==> src/rtl/tt_um_lexander_edge_meter_pkg.sv <==
// Shared definitions for the edge meter: FSM encoding, pin bit positions and
// fixed output constants.
package tt_um_lexander_edge_meter_pkg;

    typedef enum logic {
        ST_IDLE = 1'b0,
        ST_GATE = 1'b1
    } state_t;

    localparam int unsigned UI_SIG_IN       = 0;
    localparam int unsigned UI_START        = 1;
    localparam int unsigned UI_CONT_MODE    = 2;
    localparam int unsigned UI_BYTE_SEL     = 3;
    localparam int unsigned UI_GATE_EXP_LSB = 4;
    localparam int unsigned UI_GATE_EXP_MSB = 7;

    localparam int unsigned UIO_VALID = 0;
    localparam int unsigned UIO_BUSY  = 1;
    localparam int unsigned UIO_OVF   = 2;

    // Gate length is 2^(gate_exp + GATE_EXP_OFFSET) cycles.
    localparam int unsigned GATE_EXP_OFFSET = 4;
    localparam logic [7:0]  UIO_OE_MASK     = 8'h07;

endpackage

==> src/rtl/tt_edge_sync_detect.sv <==
// Synchroniser chain followed by a registered rising-edge pulse; pulse appears
// SYNC_STAGES+1 clocks after the pin changes.
module tt_edge_sync_detect #(
    parameter int unsigned SYNC_STAGES = 2
) (
    input  logic clk,
    input  logic rst_n,
    input  logic d,
    output logic rise
);

    logic [SYNC_STAGES-1:0] chain;
    logic                   s_d;

    always_ff @(posedge clk or negedge rst_n) begin
        if (!rst_n) begin
            chain <= '0;
            s_d   <= 1'b0;
            rise  <= 1'b0;
        end else begin
            chain <= {chain[SYNC_STAGES-2:0], d};
            s_d   <= chain[SYNC_STAGES-1];
            rise  <= chain[SYNC_STAGES-1] & ~s_d;
        end
    end

endmodule

==> src/rtl/tt_um_lexander_edge_meter.sv <==
// Edge meter tile: counts rising edges of ui_in[0] over a 2^(gate_exp+4) cycle
// gate window and publishes a saturating count on uo_out.
module tt_um_lexander_edge_meter
    import tt_um_lexander_edge_meter_pkg::*;
#(
    parameter int unsigned SYNC_STAGES = 2,
    parameter int unsigned CNT_W       = 16,
    parameter int unsigned GATE_W      = 20
) (
    input  logic       clk,
    input  logic       rst_n,
    input  logic       ena,
    input  logic [7:0] ui_in,
    output logic [7:0] uo_out,
    input  logic [7:0] uio_in,
    output logic [7:0] uio_out,
    output logic [7:0] uio_oe
);

    state_t              state;
    logic [GATE_W-1:0]   timer;
    logic [CNT_W-1:0]    count;
    logic [CNT_W-1:0]    result;
    logic                valid;
    logic                ovf;

    logic                sig_rise;
    logic                start_rise;
    logic                cont_mode;
    logic [3:0]          gate_exp;
    logic [GATE_W-1:0]   gate_reload;
    logic                at_max;
    logic                sat_hit;
    logic [CNT_W-1:0]    count_next;
    logic [15:0]         result_w;
    logic                unused;

    assign unused = ^{ena, uio_in};

    tt_edge_sync_detect #(.SYNC_STAGES(SYNC_STAGES)) u_sig_sync (
        .clk   (clk),
        .rst_n (rst_n),
        .d     (ui_in[UI_SIG_IN]),
        .rise  (sig_rise)
    );

    tt_edge_sync_detect #(.SYNC_STAGES(SYNC_STAGES)) u_start_sync (
        .clk   (clk),
        .rst_n (rst_n),
        .d     (ui_in[UI_START]),
        .rise  (start_rise)
    );

    assign cont_mode   = ui_in[UI_CONT_MODE];
    assign gate_exp    = ui_in[UI_GATE_EXP_MSB:UI_GATE_EXP_LSB];
    assign gate_reload = (GATE_W'(1) << (GATE_EXP_OFFSET + 32'(gate_exp))) - GATE_W'(1);

    // Count + current edge, held at all-ones; sat_hit flags a lost edge.
    assign at_max     = (count == '1);
    assign sat_hit    = sig_rise & at_max;
    assign count_next = (sig_rise && !at_max) ? count + CNT_W'(1) : count;

    always_ff @(posedge clk or negedge rst_n) begin
        if (!rst_n) begin
            state  <= ST_IDLE;
            timer  <= '0;
            count  <= '0;
            result <= '0;
            valid  <= 1'b0;
            ovf    <= 1'b0;
        end else begin
            case (state)
                ST_IDLE: begin
                    if (start_rise) begin
                        state <= ST_GATE;
                        timer <= gate_reload;
                        count <= '0;
                        valid <= 1'b0;
                        ovf   <= 1'b0;
                    end
                end
                ST_GATE: begin
                    ovf <= ovf | sat_hit;
                    if (timer == '0) begin
                        // Terminal cycle: its edge still belongs to this window.
                        result <= count_next;
                        valid  <= 1'b1;
                        count  <= '0;
                        if (cont_mode) begin
                            timer <= gate_reload;
                        end else begin
                            state <= ST_IDLE;
                        end
                    end else begin
                        count <= count_next;
                        timer <= timer - GATE_W'(1);
                    end
                end
                default: state <= ST_IDLE;
            endcase
        end
    end

    assign result_w = 16'(result);

    always_comb begin
        uo_out = ui_in[UI_BYTE_SEL] ? result_w[15:8] : result_w[7:0];
    end

    always_comb begin
        uio_out            = '0;
        uio_out[UIO_VALID] = valid;
        uio_out[UIO_BUSY]  = (state == ST_GATE);
        uio_out[UIO_OVF]   = ovf;
    end

    assign uio_oe = UIO_OE_MASK;

endmodule

==> config.mk <==
export PLATFORM = sky130hd
export DESIGN_NAME = tt_um_lexander_edge_meter
export DESIGN_NICKNAME = d
export VERILOG_FILES = /design/src/rtl/tt_um_lexander_edge_meter_pkg.sv /design/src/rtl/tt_edge_sync_detect.sv /design/src/rtl/tt_um_lexander_edge_meter.sv
export SDC_FILE = /design/constraint.sdc
export NUM_CORES = 1
export LEC_CHECK = 0
export ABC_AREA = 1
export BUFFER_PORTS_ARGS = -buffer_cell sky130_fd_sc_hd__buf_2
export CAP_MARGIN = 5
export CELL_PAD_IN_SITES_DETAIL_PLACEMENT = 0
export CELL_PAD_IN_SITES_GLOBAL_PLACEMENT = 1
export CORE_UTILIZATION = 39
export DETAILED_ROUTE_END_ITERATION = 10
export GPL_ROUTABILITY_DRIVEN = 0
export PLACE_DENSITY_LB_ADDON = 0.1
export RECOVER_POWER = 100
export SLEW_MARGIN = 20
export SYNTH_ARGS = -nofsm -noshare
export SYNTH_HDL_FRONTEND = slang
export SYNTH_HIERARCHICAL = 1
export SYNTH_SLANG_ARGS = --single-unit
export TNS_END_PERCENT = 50
==> constraint.sdc <==
create_clock -name clk -period 1.8 [get_ports clk]
set_input_delay 0.18 -clock clk [delete_from_list [all_inputs] [get_ports clk]]
set_output_delay 0.18 -clock clk [all_outputs]
set_load 0.02 [all_outputs]
# [Word level (Yosys, flattened, before mapping)]
# Cells that the tools add are included.
[classes] add_sub_neg=4 eq_ne=4 shift=1 muxes=17 bitwise=7 n_reduce_logical=6
[ops] cell="$mux W20" n=3
[ops] cell="$mux W16" n=3
[ops] cell="$pmux W20 S2" n=1
[ops] cell="$pmux W16 S2" n=1
[ops] cell="$logic_not A20 Y1" n=1
[ops] cell="$shl A1 B5 Y20 const A" n=1
[ops] cell="$sub A20 B1 Y20 const B" n=1
[ops] cell="$sub A20 B2 Y20 const B" n=1
[ops] cell="$add A16 B1 Y16 const B" n=1
[ops] cell="$eq A16 B16 Y1 const B" n=1
[ops] cell="$mux W8" n=1
[ops] cell="$pmux W1 S2" n=3
[ops] cell="$reduce_and A2 Y1" n=3
[ops] cell="$add A3 B4 Y5 const A" n=1
[ops] cell="$mux W1" n=5
[ops] cell="$ne A2 B1 Y1 const B" n=2
[ops] cell="$and A1 B1 Y1" n=3
[ops] cell="$ne A3 B3 Y1 const B" n=1
[ops] cell="$not A1 Y1" n=3
[ops] cell="$logic_and A1 B1 Y1" n=1
[ops] cell="$logic_not A1 Y1" n=1
[ops] cell="$or A1 B1 Y1" n=1
[totals] regBits=63 in_bits=19 out_inout_bits=24 elab_cells=51

# [Logic depth before layout (Yosys ltp)]
# Gate-level depths: netlist of the first run.
[logic_depth] depth_word=6 mapped_depth=13

# [Modules after synthesis]
# The synthesis of the first run kept the hierarchy.
[modules_own_cells] module="tt_um_lexander_edge_meter" instances=1 cells_per_inst=544 area_each_um2=3892.5 seq_area_each_um2=1376.3
[modules_own_cells] module="tt_edge_sync_detect" instances=2 cells_per_inst=6 area_each_um2=110.1 seq_area_each_um2=100.1

# [Least setup slack after synthesis of the first run]
# OpenSTA, ideal clock, no wires.
[synth_path] path_kind="input to register" startpoint="in ui_in[6]" endpoint="reg timer[10]" setup_time_ns=0.120 arrival_time_ns=1.574 t_required_ns=1.680 slack_ns=0.105 path_stages=11 path_buffers=0 cell_sequence="inv_2 > ha_1 > nor2_1 > nand2_1 > ha_1 > nand3_1 > inv_1 > nand2_1 > xnor2_1 > o21ai_1 > nand2_1"
[synth_between] elab_chain_len=6 word_cells_on_any_way=7
[synth_lines] item="start: declaration" line_no="tt_um_lexander_edge_meter.sv:13" text="input logic [7:0] ui_in,"
[synth_lines] item="$add A3 B4 Y5 (*)" line_no="tt_um_lexander_edge_meter.sv:56" text="assign gate_reload = (GATE_W'(1) << (GATE_EXP_OFFSET + 32'(gate_exp))) - GATE_W'(1);"
[synth_lines] item="$shl A1 B5 Y20 (*)" line_no="tt_um_lexander_edge_meter.sv:56"
[synth_lines] item="$sub A20 B2 Y20 (*)" line_no="tt_um_lexander_edge_meter.sv:56"
[synth_lines] item="$mux W20" line_no="tt_um_lexander_edge_meter.sv:89" text="if (cont_mode) begin"
[synth_lines] item="$mux W20" line_no="tt_um_lexander_edge_meter.sv:84" text="if (timer == '0) begin"
[synth_lines] item="$pmux W20 S2 (*)" line_no="tt_um_lexander_edge_meter.sv:72" text="case (state)"
[synth_lines] item="end signal: assignment" line_no="tt_um_lexander_edge_meter.sv:76" text="timer <= gate_reload;"
[synth_lines] item="end signal: assignment" line_no="tt_um_lexander_edge_meter.sv:90" text="timer <= gate_reload;"
[synth_lines] item="end signal: assignment" line_no="tt_um_lexander_edge_meter.sv:96" text="timer <= timer - GATE_W'(1);"
[synth_lines] item="end: declaration" line_no="tt_um_lexander_edge_meter.sv:21" text="logic [GATE_W-1:0] timer;"
# Mark *: on every way between the ends. The rest lies on a longest branch, timed or not. The select of a mux whose other input is x is not followed.
# A chain may end at the register's enable or synchronous reset.

# [Worst setup path in the final report of the first run]
[layout_path] startpoint="reg timer[5]" endpoint="reg timer[14]"
[layout_between] elab_chain_len=3 word_cells_on_any_way=6
[layout_lines] item="$sub A20 B1 Y20 or $logic_not A20 Y1 (tied branches)" line_no="tt_um_lexander_edge_meter.sv:96, tt_um_lexander_edge_meter.sv:84"
[layout_lines] item="$mux W20 or $ne A3 B3 Y1 (tied branches)"
[layout_lines] item="$pmux W20 S2 or $reduce_and A2 Y1 (tied branches)"
# Several ways; a longest one is shown, not always the timed one.

==> results.ini, run 1 <==
[critical_path]
path_max_fanout = 7
max_stage_delay_ns = 0.41
crit_required_ns = 2.04
cp_slowest_cell = dfrtp_1
worst_ep_arrival_time_ns = 2.00
worstSetupStartpointType = flip-flop
crit_path_end_kind = flip-flop
crit_type = reg2reg
setup.reg_to_reg.worst_slack_ns = 0.05
crit_top_cell = buf_6
crit_chain = nor2_4 -> nand2_4 -> buf_6 -> nor2_4 -> nand3_4 -> o21ai_4 -> buf_6 -> buf_6 -> a21oi_2 -> nand2_1 -> nand2_1

[layout]
fillCellCount = 1050
area_delta_synth_final_pct = 32.4
drive_gt1_frac = 0.272
antenna_cells = 0
fin_cells = 804
final_nets = 692

[synthesis]
ys_ff_latch = 63
synth_cell_types = 32
yosysSeqAreaShare = 0.383
netlist_area_sq_mm = 0.00411
avgSynthCellArea_sq_um = 7.40
netlist_instances = 556
synth_warnings = 6

[timing]
max_freq_mhz = 570
tightest_slew_ns = 0.937
finalHoldViolations = 0
max-slew-margin-rel = 0.375
setup_viol = 0
worst_hold_slack_ns = 0.346
grt_setup_unrepaired = yes
period_minus_slack_ns = 1.75
drv_slew = 0
final.setup_skew_ns = 0.0103
period_share = 0.974

[clock_tree]
clock-sinks = 63
cts_max_level = 3
cts.clk_slew.worst_paths_ns = 0.07
clock_latency_ns = 0.35
clockBufferDepth = 2
cts_buffers = 9
cts_tree = done
cts_root_buf = clkbuf_8

[detailed_routing]
via_count = 3923
routed_via_density = 4.88
drt-total-wl_um = 11500
first_iter_violations = 159
ant_nets = 0
drtPass1Iterations = 4
post_drt_wl_per_cell_um = 14.3
route.detailed.drc = 0

[grt]
grt_pass1_vias = 3862
track_usage = 0.215
grt_pass1_wl_um = 18200
antenna_found_initial = 0
grt_start_max_net_pins = 38
grt-ovfl-total = 0

[outcome]
status = finished clean

[pwr]
ir_worst_vdd_v = 0.000714
p_per_area_mw_per_mm2 = 1120
power.static_leakage_nw = 2.58
total_power_w = 0.00609

[die]
ios = 43
core_region_area_sq_mm = 0.0103
num_rows = 37
die_width_um = 105
initial_utilization = 0.400
dieArea_sq_mm = 0.0110
die_y_um = 105

[place]
dp.cells = 773
dp_hpwl_um = 8300
port_buffers = 20

[run]
max_cap_violations = 0

[hold_path]
hp-class = reg2reg

==> cell type report <==
class                      count  area (sq um)  area share
clock buffer                  12           165      0.0303
timing repair buffer         118           923       0.170
multi-input combinational    412          2310       0.423
inverter                      60           240      0.0441
clock inverter                 3          65.1      0.0119
tap                          136           170      0.0312
sequential                    63          1580       0.289
==> flip-flops by register name, summed over array words and instances (netlist names), 2 cells and up <==
signal              cells
u_start_sync/chain      2
timer                  20
u_sig_sync/chain        2
count                  16
result                 16
==> layer usage <==
| metal | routed length, um | part of all wire | vias up | GRT usage |
|---|---|---|---|---|
| li1 | - | - | 1994 | - |
| met3 | 332 | 0.029 | 25 | 0.0455 |
| met4 | 324 | 0.028 | 0 | 0.0865 |
| met2 | 6290 | 0.55 | 68 | 0.408 |
| met1 | 4570 | 0.40 | 1836 | 0.230 |
| met5 | 0 | 0 | - | 0 |
==> report_power, final <==
group          switching, W  internal [W]
Sequential         0.000266       0.00175
Clock              0.000562      0.000884
Combinational       0.00144       0.00119
==> worst max-delay path: cells and delay by family (launching register included) <==
family                 cells  cell delay (ns)
and+or+nand+nor            6             0.60
buffers and inverters      3             0.44
AOI/OAI and AO/OA          2             0.20
DFF                        1             0.41
==> logic make-up after synthesis <==
| logic type | after synthesis | synth area share |
|---|---|---|
| AND/OR/NAND/NOR | 263 | 0.280 |
| AO/OA/AOI/OAI | 96 | 0.124 |
| buffers and inverters | 92 | 0.114 |
| flip-flops | 63 | 0.383 |
| XOR/XNOR | 26 | 0.0554 |
| adder cells (fa/ha/maj) | 9 | 0.0274 |
| multiplexers | 5 | 0.0137 |
| other | 2 | 0.00183 |
==> worst paths after layout <==
kind,from,to,depth (start not counted)
min in group asynchronous,rst_n,result[11],3
max reg2reg,timer[5],timer[14],11
max,timer[5],timer[14],11
min,u_sig_sync/chain[0],u_sig_sync/chain[1],0
min reg2reg,u_sig_sync/chain[0],u_sig_sync/chain[1],0
max in group asynchronous,rst_n,timer[16],3
==> placed cells by master (no fill, tap or decap), types with 4 or more instances in the layout <==
| cell type | instances |
|---|---|
| buf_4 | 79 |
| conb_1 | 13 |
| ha_1 | 7 |
| o21ai_0 | 34 |
| a21oi_1 | 7 |
| dfrtp_1 | 63 |
| clkbuf_1 | 12 |
| mux2_2 | 5 |
| nor3_1 | 9 |
| nand2_1 | 118 |
| buf_6 | 8 |
| nand3_1 | 38 |
| nor2_2 | 13 |
| xor2_1 | 21 |
| o22ai_1 | 9 |
| inv_2 | 6 |
| clkbuf_8 | 12 |
| nand4_1 | 13 |
| nor2_1 | 47 |
| nand2_2 | 4 |
| inv_1 | 51 |
| nor2_4 | 10 |
| buf_2 | 9 |
| o21ai_1 | 35 |
==> Yosys cell counts <==
| library cell | number | area (sq um) |
|---|---|---|
| or2_2 | 1 | 6.26 |
| conb_1 | 2 | 7.51 |
| nand3_2 | 1 | 10.0 |
| o21ai_0 | 49 | 245 |
| a31oi_1 | 1 | 6.26 |
| a21oi_1 | 10 | 50.1 |
| nand3_1 | 39 | 195 |
| o22ai_1 | 9 | 56.3 |
| mux2_2 | 5 | 56.3 |
| nor2_1 | 55 | 206 |
| o21ai_4 | 1 | 16.3 |
| buf_2 | 6 | 30.0 |
| buf_4 | 18 | 135 |
| o21ai_1 | 23 | 115 |
| xor2_1 | 23 | 201 |
| nand2_1 | 125 | 469 |
| inv_1 | 56 | 210 |
| nand4_1 | 13 | 81.3 |
| nor3_1 | 12 | 60.1 |
| a21o_1 | 1 | 7.51 |
| clkbuf_1 | 2 | 7.51 |
| o31ai_1 | 1 | 7.51 |
| dfrtp_1 | 63 | 1580 |
| nor3_2 | 2 | 20.0 |
| inv_4 | 1 | 6.26 |
| nor2_4 | 2 | 22.5 |
| nor2_2 | 13 | 81.3 |
| xnor2_1 | 3 | 26.3 |
| buf_6 | 6 | 67.6 |
| ha_1 | 9 | 113 |
| inv_2 | 3 | 11.3 |
| o211ai_1 | 1 | 7.51 |
==> repair_timing <==
item | CTS | global route
gates resized for setup | 14 | 70
buffers inserted | 8 | 2
endpoints found under the hold margin | 65 | 0
endpoints found under the setup margin | 13 | 47
gates cloned | 0 | 4
hold buffers | 3 | 0
pin swaps | 3 | 21
==> per-stage QoR <==
step	setup TNS [ns]	area, sq um	utilization	worst slack [ns]
floorplan	0	4150	-	0.105
global route	-0.399	5450	0.530	-0.100
finish	0	5450	0.530	0.0469
CTS	0	5170	0.503	0.00740
detailed placement	-0.703	4810	0.468	-0.119
global placement	-0.281	4810	0.468	-0.0876
Power figures use the tool's default switching activity.
==> run 2, diff against run 1 <==
--- a/config.mk
+++ b/config.mk
@@ -10,7 +10,7 @@
 export CAP_MARGIN = 5
 export CELL_PAD_IN_SITES_DETAIL_PLACEMENT = 0
 export CELL_PAD_IN_SITES_GLOBAL_PLACEMENT = 1
-export CORE_UTILIZATION = 39
+export CORE_UTILIZATION = 47
 export DETAILED_ROUTE_END_ITERATION = 10
 export GPL_ROUTABILITY_DRIVEN = 0
 export PLACE_DENSITY_LB_ADDON = 0.1
==> constraint.sdc (replaced) <==
create_clock -name clk -period 2.1 [get_ports clk]
set_input_delay 0.21 -clock clk [delete_from_list [all_inputs] [get_ports clk]]
set_output_delay 0.21 -clock clk [all_outputs]
set_load 0.02 [all_outputs]
==> run 2 against run 1 <==
Against the previous run: worst hold slack improved by 0.0093 ns; sequential cell count did not move; largest cell class unchanged; critical path type unchanged; critical endpoint is now timer[8]; non-clock buffer count fell by 75; sequential share of layout area rose by 6.1 points; combinational power fell by 47%; register-to-register slack improved by 0.13 ns; setup slack improved by 0.13 ns; largest power group is now registers.
==> results.ini, run 2 (synthesis gave the netlist of run 1 again) <==
[die]
die_y_um = 95.5  ; was 105 um
num_rows = 33  ; was 37
ios = 43  ; unchanged
dieArea_sq_mm = 0.00913  ; was 0.0110 sq mm
die_width_um = 95.5  ; was 105 um
initial_utilization = 0.493  ; was 0.400
core_region_area_sq_mm = 0.00834  ; was 0.0103 sq mm

[place]
port_buffers = 20  ; unchanged
dpl_worst_slack_ns = 0.109  ; was -0.119 ns
dp_hpwl_um = 7260  ; was 8300 um

[detailed_routing]
route.detailed.drc = 0  ; unchanged
drt-total-wl_um = 9900  ; was 11,500 um
via_count = 3653  ; was 3,923
drtPass1Iterations = 5  ; was 4
post_drt_wl_per_cell_um = 14.2  ; was 14.3 um
first_iter_violations = 214  ; was 159
routed_via_density = 5.23  ; was 4.88
ant_nets = 0  ; unchanged

[hold_path]
min_delay_path_depth = 0  ; unchanged
hold_path_end = u_start_sync/chain[1]  ; was u_sig_sync/chain[1]
min_from = u_start_sync/chain[0]  ; was u_sig_sync/chain[0]
hp-class = reg2reg  ; unchanged

[pwr]
power.static_leakage_nw = 2.11  ; was 2.58 nW
p_sw_frac = 0.399  ; was 0.373
power_switching_w = 0.00171  ; was 0.00227 W
internal_power_w = 0.00258  ; was 0.00382 W
ir_worst_vdd_v = 0.000521  ; was 0.000714 V
power_frac_comb = 0.325  ; was 0.432
total_power_w = 0.00428  ; was 0.00609 W
pwr-share-seq = 0.422  ; was 0.330
p_per_area_mw_per_mm2 = 951  ; was 1120 mW/mm^2
power_frac_clock = 0.253  ; was 0.237

[outcome]
status = finished clean  ; unchanged

[clock_tree]
cts.clk_slew.worst_paths_ns = 0.08  ; was 0.07 ns
cts_buffers = 9  ; unchanged
cts_max_level = 3  ; unchanged
cts_tree = done  ; unchanged
clock_latency_ns = 0.36  ; was 0.35 ns
clockBufferDepth = 2  ; unchanged
clock-sinks = 63  ; unchanged
cts_root_buf = clkbuf_8  ; unchanged

[layout]
largest_register_ffs = 20  ; unchanged
mostFrequentLayoutCell = nand2_1  ; unchanged
final_nets = 617  ; was 692
area_delta_synth_final_pct = 9.52  ; was 32.4%
reg.largest.list = timer (20), count (16), result (16)  ; unchanged
antenna_cells = 0  ; unchanged
drive_gt1_frac = 0.118  ; was 0.272
mostFrequentLayoutCells = nand2_1, o21ai_0, dfrtp_1  ; was nand2_1, buf_4, dfrtp_1
top_register = timer  ; unchanged

[timing]
setup_viol = 0  ; unchanged
setup_ws_ns = 0.174  ; was 0.0469 ns
tightest_slew_ns = 1.27  ; was 0.937 ns
max_freq_mhz = 519  ; was 570 MHz
period_share = 0.917  ; was 0.974
period_minus_slack_ns = 1.93  ; was 1.75 ns
max-slew-margin-rel = 0.150  ; was 0.375
drv_slew = 0  ; unchanged
final.setup_skew_ns = 0.0148  ; was 0.0103 ns
finalHoldViolations = 0  ; unchanged

[grt]
grt_start_max_net_pins = 30  ; was 38
antenna_found_initial = 0  ; unchanged
grt-ovfl-total = 0  ; unchanged
track_usage = 0.238  ; was 0.215
grt_pass1_vias = 3290  ; was 3,862
grt_pass1_wl_um = 16300  ; was 18,200 um

[critical_path]
setup.reg_to_reg.worst_slack_ns = 0.17  ; was 0.05 ns
crit_type = reg2reg  ; unchanged
path_max_fanout = 28  ; was 7
r2r_cells = 8  ; was 11
worst_ep_arrival_time_ns = 2.16  ; was 2.00 ns
crit_path_end_kind = flip-flop  ; unchanged
crit_required_ns = 2.33  ; was 2.04 ns
r2r_start = timer[10]  ; was timer[5]
worstSetupStartpointType = flip-flop  ; unchanged
r2r-end = timer[8]  ; was timer[14]

[run]
max_cap_violations = 0  ; unchanged

[run 2: cell count changes in the layout (fill, tap and decap cells not counted), moves of 6 or more]
cell,previous run,this run
buf_4,79,14
o21ai_0,34,63
o21ai_1,35,10
nor2_1,47,56
buf_6,8,0
nor2_4,10,2
nand2_1,118,124
[run 2: worst max-delay path by stage]
stage	from	endpoint	cells after the start
global placement	ui_in[7]	timer[12]	12
finish	timer[10]	timer[8]	8
CTS	count[0]	count[10]	9
detailed placement	count[0]	count[10]	9
global route	count[0]	result[1]	11
floorplan	ui_in[6]	timer[10]	11
[run 2: metrics by stage]
stage	setup TNS, ns	hold slack [ns]	cells	utilization	cell area (sq um)
final	0	0.355	699	0.540	4500
after global routing	-0.00457	0.371	699	0.540	4500
after CTS	0	0.362	697	0.543	4530
after detailed placement	0	0.226	678	0.516	4310
after global placement	0	0.229	678	0.516	4310
after floorplan	0	-0.0856	567	-	4150
[run 2: power groups by stage]
| stage | logic (W) | registers, W | clock network, W |
|---|---|---|---|
| after floorplan | 0.00104 | 0.00176 | 0 |
| after global placement | 0.00133 | 0.00182 | 0 |
| after detailed placement | 0.00135 | 0.00182 | 0 |
| after CTS | 0.00137 | 0.00180 | 0.00111 |
| after global routing | 0.00160 | 0.00185 | 0.00117 |
| final | 0.00139 | 0.00181 | 0.00109 |
[run 2: routing by layer]
| layer | routed length (um) | track usage |
|---|---|---|
| met3 | 490 | 0.0542 |
| met4 | 106 | 0.0659 |
| met2 | 3860 | 0.320 |
| met5 | 0 | 0 |
| met1 | 5440 | 0.375 |
[run 2: worst max-delay path: stages, from the launching register on]
cell	delay [ns]
dfrtp_1	0.43
nor2_2	0.18
nand2_1	0.10
nor2_2	0.18
nand3_1	0.18
o21ai_1	0.23
inv_2	0.23
o21ai_0	0.16
o22ai_1	0.09
[run 2: final cells by class]
cell class | count | area, sq um
Clock buffer | 9 | 124
Timing Repair Buffer | 43 | 282
Sequential cell | 63 | 1580
Fill cell | 853 | 3840
Multi-Input combinational cell | 412 | 2090
Tap cell | 105 | 131
Inverter | 60 | 225
Clock inverter | 7 | 72.6
[run 2: timing repair]
item / 4_1_cts / 5_1_grt
buffers inserted: 0 / 2
setup endpoints to repair: 0 / 6
gates resized for setup: 0 / 2
hold endpoints to repair: 23 / 0
hold buffers: 3 / 0
